[src/rtl/video_timing_gen.sv]
// Pixel-clock video timing: qualifies PLL lock, then emits DE/HS/VS, active coordinates and frame start.
// Outputs are registered one cycle behind the counters; no backpressure, timing idles while lock is absent.
module video_timing_gen #(
   parameter int H_ACTIVE  = 1280,
   parameter int H_FP      = 110,
   parameter int H_SYNC    = 40,
   parameter int H_BP      = 220,
   parameter int V_ACTIVE  = 720,
   parameter int V_FP      = 5,
   parameter int V_SYNC    = 5,
   parameter int V_BP      = 20,
   parameter bit HS_POL    = 1'b1,
   parameter bit VS_POL    = 1'b1,
   parameter int LOCK_WAIT = 1024
) (
   input  logic        I_pxl_clk,
   input  logic        I_rst_n,
   input  logic        I_pll_lock,
   output logic        O_de,
   output logic        O_hs,
   output logic        O_vs,
   output logic [11:0] O_x,
   output logic [11:0] O_y,
   output logic        O_frame_start,
   output logic        O_running
);

   localparam int H_TOTAL = H_ACTIVE + H_FP + H_SYNC + H_BP;
   localparam int V_TOTAL = V_ACTIVE + V_FP + V_SYNC + V_BP;
   localparam int SW      = (LOCK_WAIT > 1) ? $clog2(LOCK_WAIT + 1) : 1;

   localparam logic [11:0] H_ACT_L   = 12'(H_ACTIVE);
   localparam logic [11:0] H_SS_L    = 12'(H_ACTIVE + H_FP);
   localparam logic [11:0] H_SE_L    = 12'(H_ACTIVE + H_FP + H_SYNC);
   localparam logic [11:0] H_LAST_L  = 12'(H_TOTAL - 1);
   localparam logic [11:0] V_ACT_L   = 12'(V_ACTIVE);
   localparam logic [11:0] V_SS_L    = 12'(V_ACTIVE + V_FP);
   localparam logic [11:0] V_SE_L    = 12'(V_ACTIVE + V_FP + V_SYNC);
   localparam logic [11:0] V_LAST_L  = 12'(V_TOTAL - 1);
   localparam logic [SW-1:0] LW_LAST = SW'(LOCK_WAIT - 1);
   localparam logic [SW-1:0] LW_ONE  = SW'(1);

   typedef enum logic [1:0] {
      ST_WAIT_LOCK = 2'd0,
      ST_SETTLE    = 2'd1,
      ST_RUN       = 2'd2
   } state_t;

   state_t        r_state;
   state_t        w_state_nxt;
   logic          r_lock_meta;
   logic          r_lock_s;
   logic [SW-1:0] r_settle;
   logic [SW-1:0] w_settle_nxt;
   logic [11:0]   r_h_cnt;
   logic [11:0]   r_v_cnt;
   logic [11:0]   w_h_nxt;
   logic [11:0]   w_v_nxt;
   logic          w_run;
   logic          w_de;
   logic          w_hs_act;
   logic          w_vs_act;
   logic          w_frame_start;

   always_ff @(posedge I_pxl_clk) begin
      if (!I_rst_n) begin
         r_lock_meta <= 1'b0;
         r_lock_s    <= 1'b0;
      end else begin
         r_lock_meta <= I_pll_lock;
         r_lock_s    <= r_lock_meta;
      end
   end

   always_ff @(posedge I_pxl_clk) begin
      if (!I_rst_n) begin
         r_state  <= ST_WAIT_LOCK;
         r_settle <= '0;
         r_h_cnt  <= '0;
         r_v_cnt  <= '0;
      end else begin
         r_state  <= w_state_nxt;
         r_settle <= w_settle_nxt;
         r_h_cnt  <= w_h_nxt;
         r_v_cnt  <= w_v_nxt;
      end
   end

   // The WAIT_LOCK cycle that first sees lock_s counts as the first of LOCK_WAIT.
   always_comb begin
      w_state_nxt  = r_state;
      w_settle_nxt = '0;
      case (r_state)
         ST_WAIT_LOCK: begin
            if (r_lock_s) begin
               if (LOCK_WAIT <= 1) begin
                  w_state_nxt = ST_RUN;
               end else begin
                  w_state_nxt  = ST_SETTLE;
                  w_settle_nxt = LW_ONE;
               end
            end
         end
         ST_SETTLE: begin
            if (!r_lock_s) begin
               w_state_nxt = ST_WAIT_LOCK;
            end else if (r_settle == LW_LAST) begin
               w_state_nxt = ST_RUN;
            end else begin
               w_settle_nxt = r_settle + LW_ONE;
            end
         end
         ST_RUN: begin
            if (!r_lock_s) begin
               w_state_nxt = ST_WAIT_LOCK;
            end
         end
         default: w_state_nxt = ST_WAIT_LOCK;
      endcase
   end

   assign w_run = (r_state == ST_RUN);

   // Counters advance only while RUN persists; any exit drops them straight back to (0,0).
   always_comb begin
      w_h_nxt = '0;
      w_v_nxt = '0;
      if (w_run && r_lock_s) begin
         if (r_h_cnt == H_LAST_L) begin
            w_h_nxt = '0;
            w_v_nxt = (r_v_cnt == V_LAST_L) ? 12'd0 : r_v_cnt + 12'd1;
         end else begin
            w_h_nxt = r_h_cnt + 12'd1;
            w_v_nxt = r_v_cnt;
         end
      end
   end

   assign w_de          = w_run && (r_h_cnt < H_ACT_L) && (r_v_cnt < V_ACT_L);
   assign w_hs_act      = w_run && (r_h_cnt >= H_SS_L) && (r_h_cnt < H_SE_L);
   assign w_vs_act      = w_run && (r_v_cnt >= V_SS_L) && (r_v_cnt < V_SE_L);
   assign w_frame_start = w_run && (r_h_cnt == 12'd0) && (r_v_cnt == 12'd0);

   always_ff @(posedge I_pxl_clk) begin
      if (!I_rst_n) begin
         O_de          <= 1'b0;
         O_hs          <= ~HS_POL;
         O_vs          <= ~VS_POL;
         O_x           <= '0;
         O_y           <= '0;
         O_frame_start <= 1'b0;
         O_running     <= 1'b0;
      end else begin
         O_de          <= w_de;
         O_hs          <= w_hs_act ? HS_POL : ~HS_POL;
         O_vs          <= w_vs_act ? VS_POL : ~VS_POL;
         O_x           <= w_de ? r_h_cnt : 12'd0;
         O_y           <= w_de ? r_v_cnt : 12'd0;
         O_frame_start <= w_frame_start;
         O_running     <= w_run;
      end
   end

endmodule

[config.mk]
export PLATFORM = sky130hd
export DESIGN_NAME = video_timing_gen
export DESIGN_NICKNAME = d
export VERILOG_FILES = /design/src/rtl/video_timing_gen.sv
export SDC_FILE = /design/constraint.sdc
export NUM_CORES = 1
export LEC_CHECK = 0
export CORE_MARGIN = 8
export CORE_UTILIZATION = 49
export DETAILED_ROUTE_END_ITERATION = 6
export PLACE_DENSITY_LB_ADDON = 0.08
export SLEW_MARGIN = 20
export SYNTH_ARGS = -nofsm -noshare
export SYNTH_HDL_FRONTEND = slang
export SYNTH_SLANG_ARGS = --single-unit
[constraint.sdc]
create_clock -name I_pxl_clk -period 1.6 [get_ports I_pxl_clk]
set_input_delay 0.32 -clock I_pxl_clk [delete_from_list [all_inputs] [get_ports I_pxl_clk]]
set_output_delay 0.32 -clock I_pxl_clk [all_outputs]
set_load 0.05 [all_outputs]
==> out/metrics.cfg, run 1 <==
[synth]
yosys.area.top_type = dfxtp_1
ys_seq_area_share_pct = 51.4
avgSynthCellArea_sq_um = 9.35
synth_adder_area_share_pct = 3.78
synth_seq_cells = 68
ys_warn_count = 0
synth_top_family_by_area = simple AND/OR/NAND/NOR gates
synth_area_leaders = dfxtp_1, and2_1, nor2_1, xnor2_1, ha_1
synthCells = 283
synthMuxAreaShare_pct = 0
synth_xor_area_share_pct = 6.29
synthesis.area_sq_um = 2650
synth-compound-area-share_pct = 6.62
synth_top_area_share_pct = 51.4
synth-simple-area-share_pct = 29.4
ys_types = 36

[global_route]
grt_pass1_vias = 2049
grt_pass1_wl_microns = 9420
grt_max_degree = 23
overflow = 0
grt_use_total_pct = 15.7
antenna_found_initial = 0

[layout]
antenna_cells = 0
layout-drive-gt1-share_pct = 28.7
layout_common_cells = buf_4, dfxtp_1, nor2_1
nets = 372
final_common_cell = buf_4
fin_cells = 436
syn_to_final_growth_pct = 36.2
fin_area_sq_um = 3600

[place]
gp_congestion = 0.860
place_hpwl_microns = 3930
post-place-ws_ns = -0.234
placed_cell_area_sq_um = 3220
io_buffers = 31
dp.cells = 413

[floorplan]
core_sq_um = 5170
die_h_microns = 89.5
die_w_microns = 89.5
ios = 32
initial_core_util_pct = 51.2
dieArea_sq_um = 8010
rows = 26

[power]
ir_drop_mv = 0.650
p_sw_mw = 0.674
clock_power_share_pct = 49.3
powerDensity_nw_per_um2 = 950
p_sw_share_pct = 19.7
pwr-share-seq_pct = 49.7
internal_power_mw = 2.75
p_leak_nw = 1.41
pwr-share-comb_pct = 1.0

[critical_path]
critPathCaptureType = flop
worst_ep_required_time_ns = 1.88
worst-path-max-fanout = 8
reg2reg_from = r_h_cnt[2]
crit_path_start = r_h_cnt[2]
worst_ep_arrival_time_ns = 1.94
cp-start-kind = flop
critPathKind = flop to flop

[worst_hold_path]
hp-start = I_rst_n
hold_path.class = input pin to flop

[drt]
drt-pass1-iter-count = 5
detail_route.wl_per_cell_microns = 13.5
vias = 2218
vias_per_cell = 5.09
drt_first_iter_violations = 124
drt_wl_total_microns = 5870
post-route-drc-count = 0
detail-route-antenna-nets = 0

[sta]
fmax_mhz = 603
finalSetupViolCount = 1
layout_setup_ws_ns = -0.0592
fin_setup_tns_ns = -0.0592
rsz0062_at_grt = yes
fin_crit_sh_pct = 104
slew_viol_final = 0
fin_crit_ns = 1.66
finalHoldViolCount = 0
finClkSkew_ns = 0.00895

[status]
status = finished, violations left
violations = negative setup slack

[clock_network]
cts_hold_buf = 0
cts_tree = built
cts_buffer_depth = 2
path_clk_slew_ns = 0.07
numCtsBuffers = 9
cts_root_buf = clkbuf_8
clock_sinks = 68
clock_latency_ns = 0.35
h-tree-depth = 3

[flow_run]
cap_viol_max_count = 0

==> state kept, by name, indices dropped and copies added, names as in the netlist, 2 cells and up <==
signal / count
O_x: 12
O_y: 12
r_h_cnt: 12
r_v_cnt: 12
r_settle: 11
r_state: 2
==> area by class of cell <==
class | instances | area (sq um)
well taps | 70 | 87.6
clock buffers | 10 | 128
multi-input cells | 201 | 1310
flip-flops and latches | 68 | 1370
repair buffers | 73 | 567
fillers | 406 | 1570
clock inverters | 6 | 113
inverters | 8 | 30.0
==> per-stage QoR <==
| stage | power (mW) | hold WS (ns) | utilization [%] |
|---|---|---|---|
| after detailed placement | 1.78 | 0.427 | 62.3 |
| final | 3.42 | 0.322 | 69.7 |
| after floorplan | 1.76 | 0.412 | - |
| after CTS | 3.46 | 0.445 | 68.2 |
| after global routing | 3.55 | 0.347 | 69.7 |
| after global placement | 1.78 | 0.414 | 62.3 |
==> what timing repair did <==
action	in CTS	in global routing
cloned	1	2
setup buffers	4	0
endpoints found under the hold margin	0	0
resized for setup	7	24
endpoints found under the setup margin	10	42
pin swaps	3	2
==> critical path: stages (launching register included) <==
cell	delay (ns)
dfxtp_2	0.34
nor4_4	0.27
buf_4	0.19
nand4_4	0.15
or4_1	0.47
a21oi_2	0.16
==> power by group through the flow <==
stage	sequential (mW)	clock, mW	combinational [mW]
floorplan	1.76	0	0.00448
global placement	1.74	0	0.0341
detailed placement	1.74	0	0.0344
CTS	1.70	1.72	0.0346
global route	1.70	1.81	0.0361
finish	1.70	1.69	0.0340
==> Yosys cell counts <==
| cell type | n |
|---|---|
| buf_2 | 2 |
| nand3_1 | 14 |
| ha_1 | 8 |
| and3b_1 | 2 |
| o21ai_0 | 9 |
| a211oi_1 | 1 |
| nor4bb_1 | 1 |
| or3_1 | 6 |
| conb_1 | 1 |
| nor4_1 | 7 |
| nor4b_1 | 1 |
| xor2_1 | 7 |
| or4_1 | 3 |
| nand2_1 | 23 |
| nor2b_1 | 1 |
| nor4_4 | 1 |
| xnor2_1 | 12 |
| nor3_1 | 6 |
| a31oi_1 | 4 |
| a21boi_0 | 1 |
| nand4_2 | 2 |
| inv_1 | 8 |
| nor2_1 | 28 |
| o21ai_1 | 1 |
| and3_1 | 5 |
| and2_1 | 27 |
| clkbuf_1 | 6 |
| nand4_1 | 7 |
| a21oi_1 | 11 |
| and4b_1 | 1 |
| o31ai_1 | 3 |
| dfxtp_1 | 68 |
| nand2b_1 | 1 |
| o211ai_1 | 1 |
| and4_1 | 3 |
| or2_2 | 1 |
==> layer usage <==
metal	share of wire, %	GRT usage (%)
met4	1.8	9.52
met5	0	0
met1	45	19.6
met2	46	23.2
met3	7.3	4.69
==> final timing paths <==
check / endpoint / slack [ns] / depth (start not counted)
worst max register to register: r_v_cnt[11] / -0.06 / 5
worst min register to register: r_lock_s / 0.44 / 1
worst max-delay path: r_v_cnt[11] / -0.06 / 5
worst min-delay path: r_lock_s / 0.32 / 2
==> cells by family (layout without fill, tap and decap cells) <==
logic type | Yosys count | count (layout)
xor+xnor | 19 | 19
other cells | 1 | 3
buf+inv | 16 | 97
compound gates | 31 | 31
simple gates | 140 | 140
flops | 68 | 68
fa+ha+maj | 8 | 8
No activity file was read; power rests on OpenSTA's default activity.
==> run 2: changes to the inputs <==
Settings changed: CORE_ASPECT_RATIO from default to 0.8.
==> out/metrics.cfg, run 2 (synthesized netlist as in run 1, its figures left out) <==
[status]
status = finished, violations left  ; unchanged
violations = negative setup slack  ; unchanged

[floorplan]
initial_core_util_pct = 49.5  ; was 51.2%
dieArea_sq_um = 8020  ; was 8010 sq um
rows = 24  ; was 26
die_w_microns = 98.2  ; was 89.5 microns
ios = 32  ; unchanged
die_h_microns = 81.7  ; was 89.5 microns
core_sq_um = 5350  ; was 5170 sq um

[sta]
fmax_mhz = 613  ; was 603 MHz
finClkSkew_ns = 0.00460  ; was 0.00895 ns
layout_setup_ws_ns = -0.0317  ; was -0.0592 ns
fin_crit_sh_pct = 102  ; was 104%
slew_viol_final = 0  ; unchanged
finalHoldViolCount = 0  ; unchanged
finalSetupViolCount = 2  ; was 1
rsz0062_at_grt = yes  ; unchanged
fin_crit_ns = 1.63  ; was 1.66 ns

[layout]
fillerInstances = 426  ; was 406
layout_common_cells = dfxtp_1, buf_4, and2_1  ; was buf_4, dfxtp_1, nor2_1
syn_to_final_growth_pct = 39.1  ; was 36.2%
fin_cells = 434  ; was 436
nets = 375  ; was 372
antenna_cells = 0  ; unchanged
fin_area_sq_um = 3680  ; was 3600 sq um
layout-drive-gt1-share_pct = 32.8  ; was 28.7%

[drt]
detail-route-antenna-nets = 0  ; unchanged
drt_first_iter_violations = 169  ; was 124
drt_wl_total_microns = 6530  ; was 5870 microns
vias_per_cell = 5.20  ; was 5.09
detail_route.wl_per_cell_microns = 15.0  ; was 13.5 microns
post-route-drc-count = 0  ; unchanged
vias = 2257  ; was 2218
drt-pass1-iter-count = 4  ; was 5

[critical_path]
endpoint = r_v_cnt[11]  ; unchanged
worst_ep_arrival_time_ns = 1.90  ; was 1.94 ns
worst-path-max-fanout = 5  ; was 8
r2r_end = r_v_cnt[11]  ; unchanged
crit_path_start = r_h_cnt[7]  ; was r_h_cnt[2]
regToRegSetupSlack_ns = -0.03  ; was -0.06 ns
worst_ep_required_time_ns = 1.87  ; was 1.88 ns
ff2ff_path_depth = 5  ; unchanged
cp-start-kind = flop  ; unchanged
critPathCaptureType = flop  ; unchanged
reg2reg_from = r_h_cnt[7]  ; was r_h_cnt[2]
critPathKind = flop to flop  ; unchanged

[place]
dp.cells = 408  ; was 413
placed_cell_area_sq_um = 3220  ; about the same
place_hpwl_microns = 4200  ; was 3930 microns
io_buffers = 31  ; unchanged
gp_congestion = 0.856  ; was 0.860

[clock_network]
cts_hold_buf = 0  ; unchanged
cts_buffer_depth = 2  ; unchanged
clock_sinks = 68  ; unchanged
path_clk_slew_ns = 0.07  ; about the same
cts_tree = built  ; unchanged
numCtsBuffers = 9  ; unchanged
cts_root_buf = clkbuf_8  ; unchanged
h-tree-depth = 3  ; unchanged
clock_latency_ns = 0.33  ; was 0.35 ns

[power]
pwr-share-comb_pct = 1.1  ; was 1.0%
internal_power_mw = 2.63  ; was 2.75 mW
p_sw_share_pct = 20.3  ; was 19.7%
pwr-share-seq_pct = 51.6  ; was 49.7%
p_sw_mw = 0.669  ; was 0.674 mW
p_leak_nw = 1.42  ; was 1.41 nW
power.total_mw = 3.30  ; was 3.42 mW
clock_power_share_pct = 47.3  ; was 49.3%
powerDensity_nw_per_um2 = 896  ; was 950 nW/um^2
ir_drop_mv = 0.944  ; was 0.650 mV

[global_route]
grt_pass1_wl_microns = 10100  ; was 9420 microns
grt_pass1_vias = 2159  ; was 2049
overflow = 0  ; unchanged
grt_use_total_pct = 15.7  ; about the same
grt_max_degree = 23  ; unchanged
antenna_found_initial = 0  ; unchanged

[worst_hold_path]
hold_path.class = flop to flop  ; was input pin to flop

[flow_run]
cap_viol_max_count = 0  ; unchanged

-- run 2: cell count changes in the layout (fill, tap and decap cells not counted), moves of 3 or more --
cell,change
buf_6,+5
a21oi_1,-4
a21oi_2,+4
buf_4,-3
clkinvlp_4,+3
nor2_1,-3
nor2_2,+3
-- run 2: worst max-delay path: stages (launching register included) --
cell and delay [ns]:
dfxtp_2 0.34, nor4_4 0.30, buf_6 0.17, nand4_4 0.12, or4_4 0.51, a21oi_2 0.12
-- run 2: power groups by stage --
stage | registers [mW] | logic, mW | clock network [mW]
global route | 1.70 | 0.0392 | 1.67
CTS | 1.70 | 0.0365 | 1.59
finish | 1.70 | 0.0363 | 1.56
global placement | 1.74 | 0.0359 | 0
floorplan | 1.76 | 0.00448 | 0
detailed placement | 1.74 | 0.0363 | 0
-- run 2: how the worst min path moves through the flow --
| stage | start | endpoint | slack [ns] | cells after the start |
|---|---|---|---|---|
| after floorplan | r_lock_meta | r_lock_s | 0.41 | 1 |
| after global placement | r_lock_meta | r_lock_s | 0.42 | 1 |
| after detailed placement | r_lock_meta | r_lock_s | 0.43 | 1 |
| after CTS | r_lock_meta | r_lock_s | 0.45 | 1 |
| after global routing | r_lock_meta | r_lock_s | 0.47 | 1 |
| final | r_lock_meta | r_lock_s | 0.44 | 1 |
-- run 2: cell type report --
class	count	area [sq um]	area share [%]
Sequential cell	68	1370	37.1
Multi-Input combinational cell	202	1380	37.5
Clock buffer	10	138	3.74
Clock inverter	6	87.6	2.38
Inverter	8	30.0	0.816
Timing Repair Buffer	75	598	16.2
Tap cell	65	81.3	2.21
-- run 2: routing by layer --
metal / up-vias / global-route usage [%] / routed length, microns
met3: 13 / 6.35 / 406
met1: 1039 / 19.2 / 3060
li1: 1137 / - / -
met4: 0 / 6.11 / 117
met2: 68 / 24.8 / 2940
met5: - / 0 / 0
-- run 2: through the flow --
step	hold WS (ns)	TNS [ns]	util, %	worst slack, ns
floorplan	0.412	-0.00221	-	-0.00221
global placement	0.415	-3.65	60.2	-0.124
detailed placement	0.426	-4.86	60.2	-0.169
CTS	0.446	0	64.9	0.00670
global route	0.468	-1.49	68.9	-0.0903
finish	0.440	-0.0493	68.9	-0.0317
-- run 2: repair_timing --
item,4_1_cts,5_1_grt
endpoints found under the setup margin,10,44
resized for setup,5,41
buffers inserted,2,4
pin swaps,3,6
cloned,0,4
endpoints found under the hold margin,0,0
